`src/rtl/fpu_bus_port.sv`:
```
`default_nettype none
// ============================================================================
//  Module      : fpu_bus_port
//  Description : 8-bit CPU-bus register front end for a combinational FPU.
//                Holds operands, issues the command, waits a settle count and
//                captures the FPU result for byte-wise read-back.
//  Revision    : 1.0  initial release
// ============================================================================

package pa_fpu;
    typedef enum logic [1:0] {
        op_add = 2'd0,
        op_sub = 2'd1,
        op_mul = 2'd2,
        op_div = 2'd3
    } e_fpu_op;
endpackage

module fpu_bus_port #(
    parameter int SETTLE_CYCLES = 4
) (
    input  logic           clk,
    input  logic           arst_n,
    input  logic           cs,
    input  logic           wr,
    input  logic           rd,
    input  logic [3:0]     addr,
    input  logic [7:0]     data_in,
    output logic [7:0]     data_out,
    output logic           busy,
    output logic           done,
    output logic [31:0]    fpu_a,
    output logic [31:0]    fpu_b,
    output pa_fpu::e_fpu_op fpu_op,
    input  logic [31:0]    fpu_result
);

    typedef enum logic [1:0] {
        ST_IDLE   = 2'd0,
        ST_SETTLE = 2'd1,
        ST_DONE   = 2'd2
    } state_t;

    localparam logic [7:0] c_settle_load = 8'(SETTLE_CYCLES - 1);
    localparam logic [3:0] c_addr_cmd    = 4'h8;
    localparam logic [3:0] c_addr_status = 4'h9;

    state_t      r_state;
    logic [7:0]  r_count;
    logic [31:0] r_a;
    logic [31:0] r_b;
    logic [31:0] r_result;
    logic        r_err;

    logic        w_wr;
    logic        w_rd;
    logic        w_settling;
    logic        w_reg_wr;
    logic        w_drop;
    logic        w_accept;
    logic        w_status_rd;
    logic [4:0]  w_bit_sel;
    logic [7:0]  w_rd_byte;

    assign fpu_a = r_a;
    assign fpu_b = r_b;

    assign w_wr        = cs & wr;
    assign w_rd        = cs & rd & ~wr;
    assign w_settling  = (r_state == ST_SETTLE);
    assign w_reg_wr    = w_wr & (addr <= c_addr_cmd);
    assign w_drop      = w_reg_wr & w_settling;
    assign w_accept    = w_wr & (addr == c_addr_cmd) & ~w_settling;
    assign w_status_rd = w_rd & (addr == c_addr_status);
    assign w_bit_sel   = {addr[1:0], 3'b000};

    always_comb begin
        w_rd_byte = 8'h00;
        case (addr[3:2])
            2'b00:   w_rd_byte = r_a[w_bit_sel +: 8];
            2'b01:   w_rd_byte = r_b[w_bit_sel +: 8];
            2'b10:   if (addr == c_addr_status) w_rd_byte = {5'b0, r_err, done, busy};
            default: w_rd_byte = r_result[w_bit_sel +: 8];
        endcase
    end

    always_ff @(posedge clk or negedge arst_n) begin
        if (!arst_n) begin
            r_state  <= ST_IDLE;
            r_count  <= 8'd0;
            r_a      <= 32'd0;
            r_b      <= 32'd0;
            r_result <= 32'd0;
            r_err    <= 1'b0;
            fpu_op   <= pa_fpu::op_add;
            data_out <= 8'h00;
            busy     <= 1'b0;
            done     <= 1'b0;
        end else begin
            if (w_rd) begin
                data_out <= w_rd_byte;
            end

            // A drop and a STATUS read cannot coincide (read needs !wr), so set wins trivially.
            r_err <= w_drop | (r_err & ~w_status_rd);

            if (w_reg_wr && !w_settling && !addr[3]) begin
                if (!addr[2]) begin
                    r_a[w_bit_sel +: 8] <= data_in;
                end else begin
                    r_b[w_bit_sel +: 8] <= data_in;
                end
            end

            case (r_state)
                ST_IDLE, ST_DONE: begin
                    if (w_accept) begin
                        fpu_op  <= pa_fpu::e_fpu_op'(data_in[1:0]);
                        r_count <= c_settle_load;
                        busy    <= 1'b1;
                        done    <= 1'b0;
                        r_state <= ST_SETTLE;
                    end
                end
                ST_SETTLE: begin
                    if (r_count == 8'd0) begin
                        r_result <= fpu_result;
                        busy     <= 1'b0;
                        done     <= 1'b1;
                        r_state  <= ST_DONE;
                    end else begin
                        r_count <= r_count - 8'd1;
                    end
                end
                default: begin
                    r_state <= ST_IDLE;
                end
            endcase
        end
    end

endmodule

`default_nettype wire

```
`config.mk`:
```
export PLATFORM = sky130hd
export DESIGN_NAME = fpu_bus_port
export DESIGN_NICKNAME = d
export VERILOG_FILES = /design/src/rtl/fpu_bus_port.sv
export SDC_FILE = /design/constraint.sdc
export NUM_CORES = 1
export LEC_CHECK = 0
export BUFFER_PORTS_ARGS = -buffer_cell sky130_fd_sc_hd__buf_2
export CORE_UTILIZATION = 45
export CTS_CLUSTER_SIZE = 14
export DETAILED_ROUTE_END_ITERATION = 8
export PLACE_DENSITY = 0.68
export SETUP_SLACK_MARGIN = 0.5
export SYNTH_ARGS = -nofsm -noshare
export SYNTH_HDL_FRONTEND = slang
export SYNTH_SLANG_ARGS = --single-unit
export TNS_END_PERCENT = 5
```
`constraint.sdc`:
```
create_clock -name clk -period 5.24 [get_ports clk]
set_input_delay 1.048 -clock clk [delete_from_list [all_inputs] [get_ports clk]]
set_output_delay 1.048 -clock clk [all_outputs]
set_load 0.1 [all_outputs]
```
# Yosys cells after proc, flatten, opt, wreduce, memory -nomap -nowiden
# Cells that the tools add are included.
[classes]
addsub = 2
order_cmp = 1
n_eq_ne = 9
n_shift = 5
n_mux = 16
bitwise_logic = 14
reduce_logical = 16
[op_table]
columns = ["operator", "n"]
rows = [
  ["32-bit by 6-bit variable part select with 8-bit output", 3],
  ["32-bit bitwise mux", 2],
  ["8-bit by 7-bit variable shift with 32-bit output (first input constant)", 1],
  ["8-bit by 7-bit variable part select with 32-bit output", 1],
  ["8-bit one-hot mux with 3 select lines", 1],
  ["8-bit two-way mux", 2],
  ["8-bit one-hot mux with 2 select lines", 1],
  ["2-bit AND reduction", 5],
  ["1-bit AND", 9],
  ["4-bit == test (second input constant)", 2],
  ["8-bit zero test", 1],
  ["8-bit by 1-bit subtractor with 8-bit output (second input constant)", 1],
  ["5-bit negation with 7-bit output", 1],
  ["3-bit AND reduction", 2],
  ["2-bit by 1-bit == test with 1-bit output (second input constant)", 2],
  ["2-bit == test (second input constant)", 2],
  ["4-bit less-or-equal comparator (second input constant)", 1],
  ["2-bit zero test", 2],
  ["1-bit two-way mux", 4],
  ["2-bit two-way mux", 2],
  ["2-bit != test (second input constant)", 2],
  ["1-bit NOT", 4],
  ["1-bit one-hot mux with 2 select lines", 2],
  ["2-bit one-hot mux with 2 select lines", 1],
  ["other kinds (7)", 9],
]
[word_totals]
register_bits = 119
inputBits = 49
word_cells = 73

# Longest topological paths before layout
[depth]
ltp_word = 6
depth_mapped = 8
mapped_depth_nobuf = 6

# Worst setup path after synthesis
# OpenSTA, ideal clock, no wires.
[synth_path]
path_kind = "input-to-reg"
start = "input port addr[0]"
end = "register r_a[24] (netlist: fpu_a[24])"
setup_time_ns = 0.069
arrival_time_ns = 2.428
setup_slack_ns = 2.743
cell_stages = 6
cell_sequence = "buf_2 inv_1 ha_1 nor3_1 and2_1 mux2_2"
[synth_between]
elab_chain_cells = 5
elab_cells_between_ends = 9
cone_classes = "add/sub: 1; order compare: 1; shift: 2; mux: 1; bitwise: 1; reduce/logical: 3"
[synth_rtl]
columns = ["element", "line_no", "rtl"]
rows = [
  ["start: declaration", "27", "input logic [3:0] addr,"],
  ["parallel branches: the longest is 5 deep, another holds 5-bit negation with 7-bit output", "n/a", ""],
  ["end signal: indexed assignment", "109", "r_a[w_bit_sel +: 8] <= data_in;"],
  ["end: declaration", "50", "logic [31:0] r_a;"],
]
# Parallel ways; which one is timed is not known.
# A chain may end at the register's enable or synchronous reset.

# Final worst setup path
[layout_path]
start = "input port addr[0]"
end = "register r_a[28] (netlist: fpu_a[28])"
# The elaborated chain is that of the path after synthesis.

==> impl.org <==
** STA
- Slack of the critical path :: 2427 ps
- Timing would allow up to 355.5 MHz.
- In the final timing run, aggregate negative setup slack is 0 ps.
- Setup violation total in the final timing report :: 0
- Hold violation total from the final report :: 0
- Counting I/O delays and the setup requirement, the final critical path takes around 2800 ps.
- Worst-case hold slack :: 500.4 ps
- Measured against its own limit, the worst slew margin works out to between 40% and 50%.
- The count of final max-slew check failures was 0.
- Setup repair after global routing missed its margin :: no
- After layout, the worst path uses 53.68% of the clock period.
- For the pin with the worst max-slew slack, the measured transition is 847.6 ps.
- Across the routed clock network, the largest skew measured is 8.390 ps.

** Yosys
- Post-synth top cells :: 119 x sky130_fd_sc_hd__dfrtp_1, 87 x sky130_fd_sc_hd__mux2_2, 31 x sky130_fd_sc_hd__nand2_1
- Proportion of synthesized chip area in sequential cells :: 51.75%
- After technology mapping, the gate count stands at 439.
- In the synthesized netlist the async set-or-reset flop fraction comes to 100.0%.
- Synthesized area per cell :: ~13 um2
- Of the total synthesized cell area, the portion taken by XOR and XNOR cells is 0.4566%.
- Simple logic cell fraction of the synthesized area :: 11.57%
- The synthesized netlist devotes 6.697% of its cell area to compound gates.
- EDFF count, synth :: 0
- The synthesized design spends more area on one cell type than any other, namely sky130_fd_sc_hd__dfrtp_1.
- The synthesized design devotes to its leading area cell type approximately 52% of total area.
- Most frequent cell after synthesis :: sky130_fd_sc_hd__dfrtp_1
- In this run, distinct cell masters in the synthesized netlist total 46.
- Measured against the total synthesized area, the mux share comes to 25.74%.
- The Yosys step of the flow raised 0 warnings.
- Combined area of all synthesized cells :: 0.005754 mm2
- Total nets after synthesis :: just under 500
- Combinational family with the most area after synthesis :: multiplexers
- Ranking of synthesized cells by area :: sky130_fd_sc_hd__dfrtp_1 52%, sky130_fd_sc_hd__mux2_2 17%, sky130_fd_sc_hd__mux4_2 5.1%
- For this run, the leading register cell type out of synthesis is sky130_fd_sc_hd__dfrtp_1.
- Summing the areas of all fa, ha and maj instances in the mapped netlist gives 1.522% of the synthesized area.
- Flops & latches, synth :: 119

** Clock tree
- In this run the deepest clock path goes through 2 buffers.
- CTS tree :: built
- The clock reaches the later pin of the worst-skew pair after 410 ps.
- Hold-fix buffers, CTS :: 0
- Clock slew at the register clock pins of the worst setup and hold paths :: approximately 50 ps
- Total clock buffers created by CTS :: 17
- The H-tree was split into 4 levels.
- Total number of clock tree sinks :: 119
- Clock root buffer master :: sky130_fd_sc_hd__clkbuf_16
- In this run, post-CTS repair resized a total of 0 instances.
- Setup bufs post-CTS :: 0

** Place
- Number of placed instances with taps included :: 717
- The count of buffers added on input and output ports is approximately 120.
- The congestion estimate from routability-driven global placement came to 0.7829.
- The placed instances occupy a cell area of 0.006499 mm2.
- Dpl ws :: 1973 ps
- Post-detailed-placement half-perimeter wirelength :: 10.49 mm

** Die
- Total Die Area :: 0.01324 mm2
- For this design the top-level I/O count stands at 125.
- Once the floorplan was initialized, standard cells occupied 46.93% of the core.
- The initialized floorplan defines 40 standard-cell rows.
- The region available for standard cell placement spans around 0.012 mm2.
- Die X :: 115.1 um
- From bottom edge to top edge, the die measures 115.1 um.

** Pwr
- The share of total power dissipated in combinational logic is 26.1%.
- Net switching power figure :: 1.109 mW
- VDD IR max :: 0.3398 mV
- Net switching is approximately 36% of the power.
- Overall power consumption after layout is estimated at 3.083 mW.
- Registers are responsible for 36.7% of the overall power.
- The share of total power dissipated in the clock network is 37.2%.
- Standby leakage power :: 3.547 nW
- Internal power comes to 1.973 mW.
- For this design the ratio of total power to cell area is about 440 mW/mm2.

** GRT
- The via count of the first global-routing pass was 4298.
- Global-route wire length before repair :: 23.31 mm
- Entering global routing, the biggest net connects 63 pins.
- Antenna violations before repair :: 0
- Total congestion overflow :: 0
- Across every metal layer, demand over resource in global routing totals 24.04%.

** Drt
- DRC Markers :: 0
- Post-DR vias/cell :: approximately 5.5
- For this block, the routed nets add up to around 15 mm of wire.
- Total via count after detailed routing :: 4100
- For this run, the detailed router's first-pass iteration total came to 4.
- Drt wl/cell :: approximately 19 um
- In this run the remaining antenna-violating nets after routing total 0.
- In this run, the number of DRC markers left after iteration 0 of detailed routing was 232.

** Worst setup path
- Critical path fanouts, max :: 32
- Critical path capture point type :: flop
- The worst setup path is launched from an input port.
- Data required, critical path :: 5590 ps
- Data on the critical path arrives at its endpoint at 3160 ps.
- Classification of the worst setup path :: in -> reg

** Layout
- Register area :: roughly 0.003 mm2
- Fin area :: 0.007083 mm2
- Multi-input combinational cell area :: 0.002646 mm2
- Final core utilization :: between 50% and 60%
- Fraction of final layout cells sized beyond drive strength 1 :: 46.21%
- Number of inserted diodes :: 0
- Area added between synthesis and finish :: 23.09%
- The layout has approximately 1000 filler cells.
- The finished layout holds 748 standard cells, fillers aside.
- Number of nets at the end of the flow :: about 620

** Status
- Result of the run :: completed

** Min path
- Worst hold-check path type :: reg -> reg

** Run
- Maxcap violations :: 0
==> layout make-up <==
class	instances	area share, %
clock buffer	23	6.889
clock inverter	8	1.360
inverter	7	0.3710
multi-input combinational	297	37.36
sequential	119	42.04
tap	168	2.968
timing repair buffer	126	9.009
==> cells by family after synthesis <==
group,after synthesis
adder cells (fa/ha/maj),7
multiplexers,120
flip-flops,119
AO/OA/AOI/OAI,53
AND/OR/NAND/NOR,114
buffers and inverters,23
XOR/XNOR,3
==> placed cells by master (no fill, tap or decap), types with 3 or more instances in the layout <==
master / instances
sky130_fd_sc_hd__a21oi_1: 7
sky130_fd_sc_hd__a22o_1: 16
sky130_fd_sc_hd__a41oi_1: 3
sky130_fd_sc_hd__and2_1: 26
sky130_fd_sc_hd__and3_1: 4
sky130_fd_sc_hd__buf_2: 123
sky130_fd_sc_hd__buf_4: 3
sky130_fd_sc_hd__clkbuf_16: 17
sky130_fd_sc_hd__clkbuf_8: 4
sky130_fd_sc_hd__clkinv_2: 4
sky130_fd_sc_hd__dfrtp_1: 119
sky130_fd_sc_hd__ha_1: 7
sky130_fd_sc_hd__inv_1: 7
sky130_fd_sc_hd__mux2_1: 3
sky130_fd_sc_hd__mux2_2: 87
sky130_fd_sc_hd__mux2i_1: 16
sky130_fd_sc_hd__mux4_2: 13
sky130_fd_sc_hd__nand2_1: 31
sky130_fd_sc_hd__nand2_2: 6
sky130_fd_sc_hd__nand3_1: 9
sky130_fd_sc_hd__nor2_1: 17
sky130_fd_sc_hd__nor2b_1: 3
sky130_fd_sc_hd__nor3_1: 3
sky130_fd_sc_hd__o211ai_1: 11
sky130_fd_sc_hd__o21ai_0: 8
sky130_fd_sc_hd__or4_1: 3
==> power by group through the flow <==
stage	clock (mW)	sequential (mW)	combinational (mW)
2_1_floorplan	0	1.52	0.251
3_3_place_gp	0	1.14	0.794
3_5_place_dp	0	1.14	0.807
4_1_cts	1.16	1.13	0.812
5_1_grt	1.21	1.15	0.851
6_report	1.15	1.13	0.806
==> worst paths after layout <==
path	start	to	slack (ps)	cells past startpoint
min in group asynchronous	arst_n	data_out[6]	720	1
worst min-delay path	data_out[6]	data_out[6]	500	2
max in group asynchronous	arst_n	r_count[3]	3300	2
worst max-delay path	addr[0]	fpu_a[28]	2430	7
worst min register to register	data_out[6]	data_out[6]	500	2
worst max register to register	r_count[0]	r_result[11]	3140	5
==> worst max-delay path, stage by stage <==
cell	delay, ps
sky130_fd_sc_hd__buf_2	70
sky130_fd_sc_hd__buf_4	460
sky130_fd_sc_hd__inv_1	180
sky130_fd_sc_hd__ha_1	370
sky130_fd_sc_hd__nor3_1	600
sky130_fd_sc_hd__and2_1	250
sky130_fd_sc_hd__mux2_2	160
==> metal layers <==
layer | wire length, um | track usage (%) | vias to the layer above
li1 | - | - | 1863
met1 | 6632 | 32.65 | 2102
met2 | 6793 | 36.31 | 119
met3 | 941 | 7.749 | 16
met4 | 196 | 8.485 | 0
met5 | 0 | 0 | -
==> state kept, by name (all words and copies together) (netlist names) <==
register	count
fpu_a	32
fpu_b	32
r_result	32
data_out	8
r_count	8
fpu_op	2
r_state	2
busy	1
done	1
r_err	1
Power figures use the tool's default switching activity.
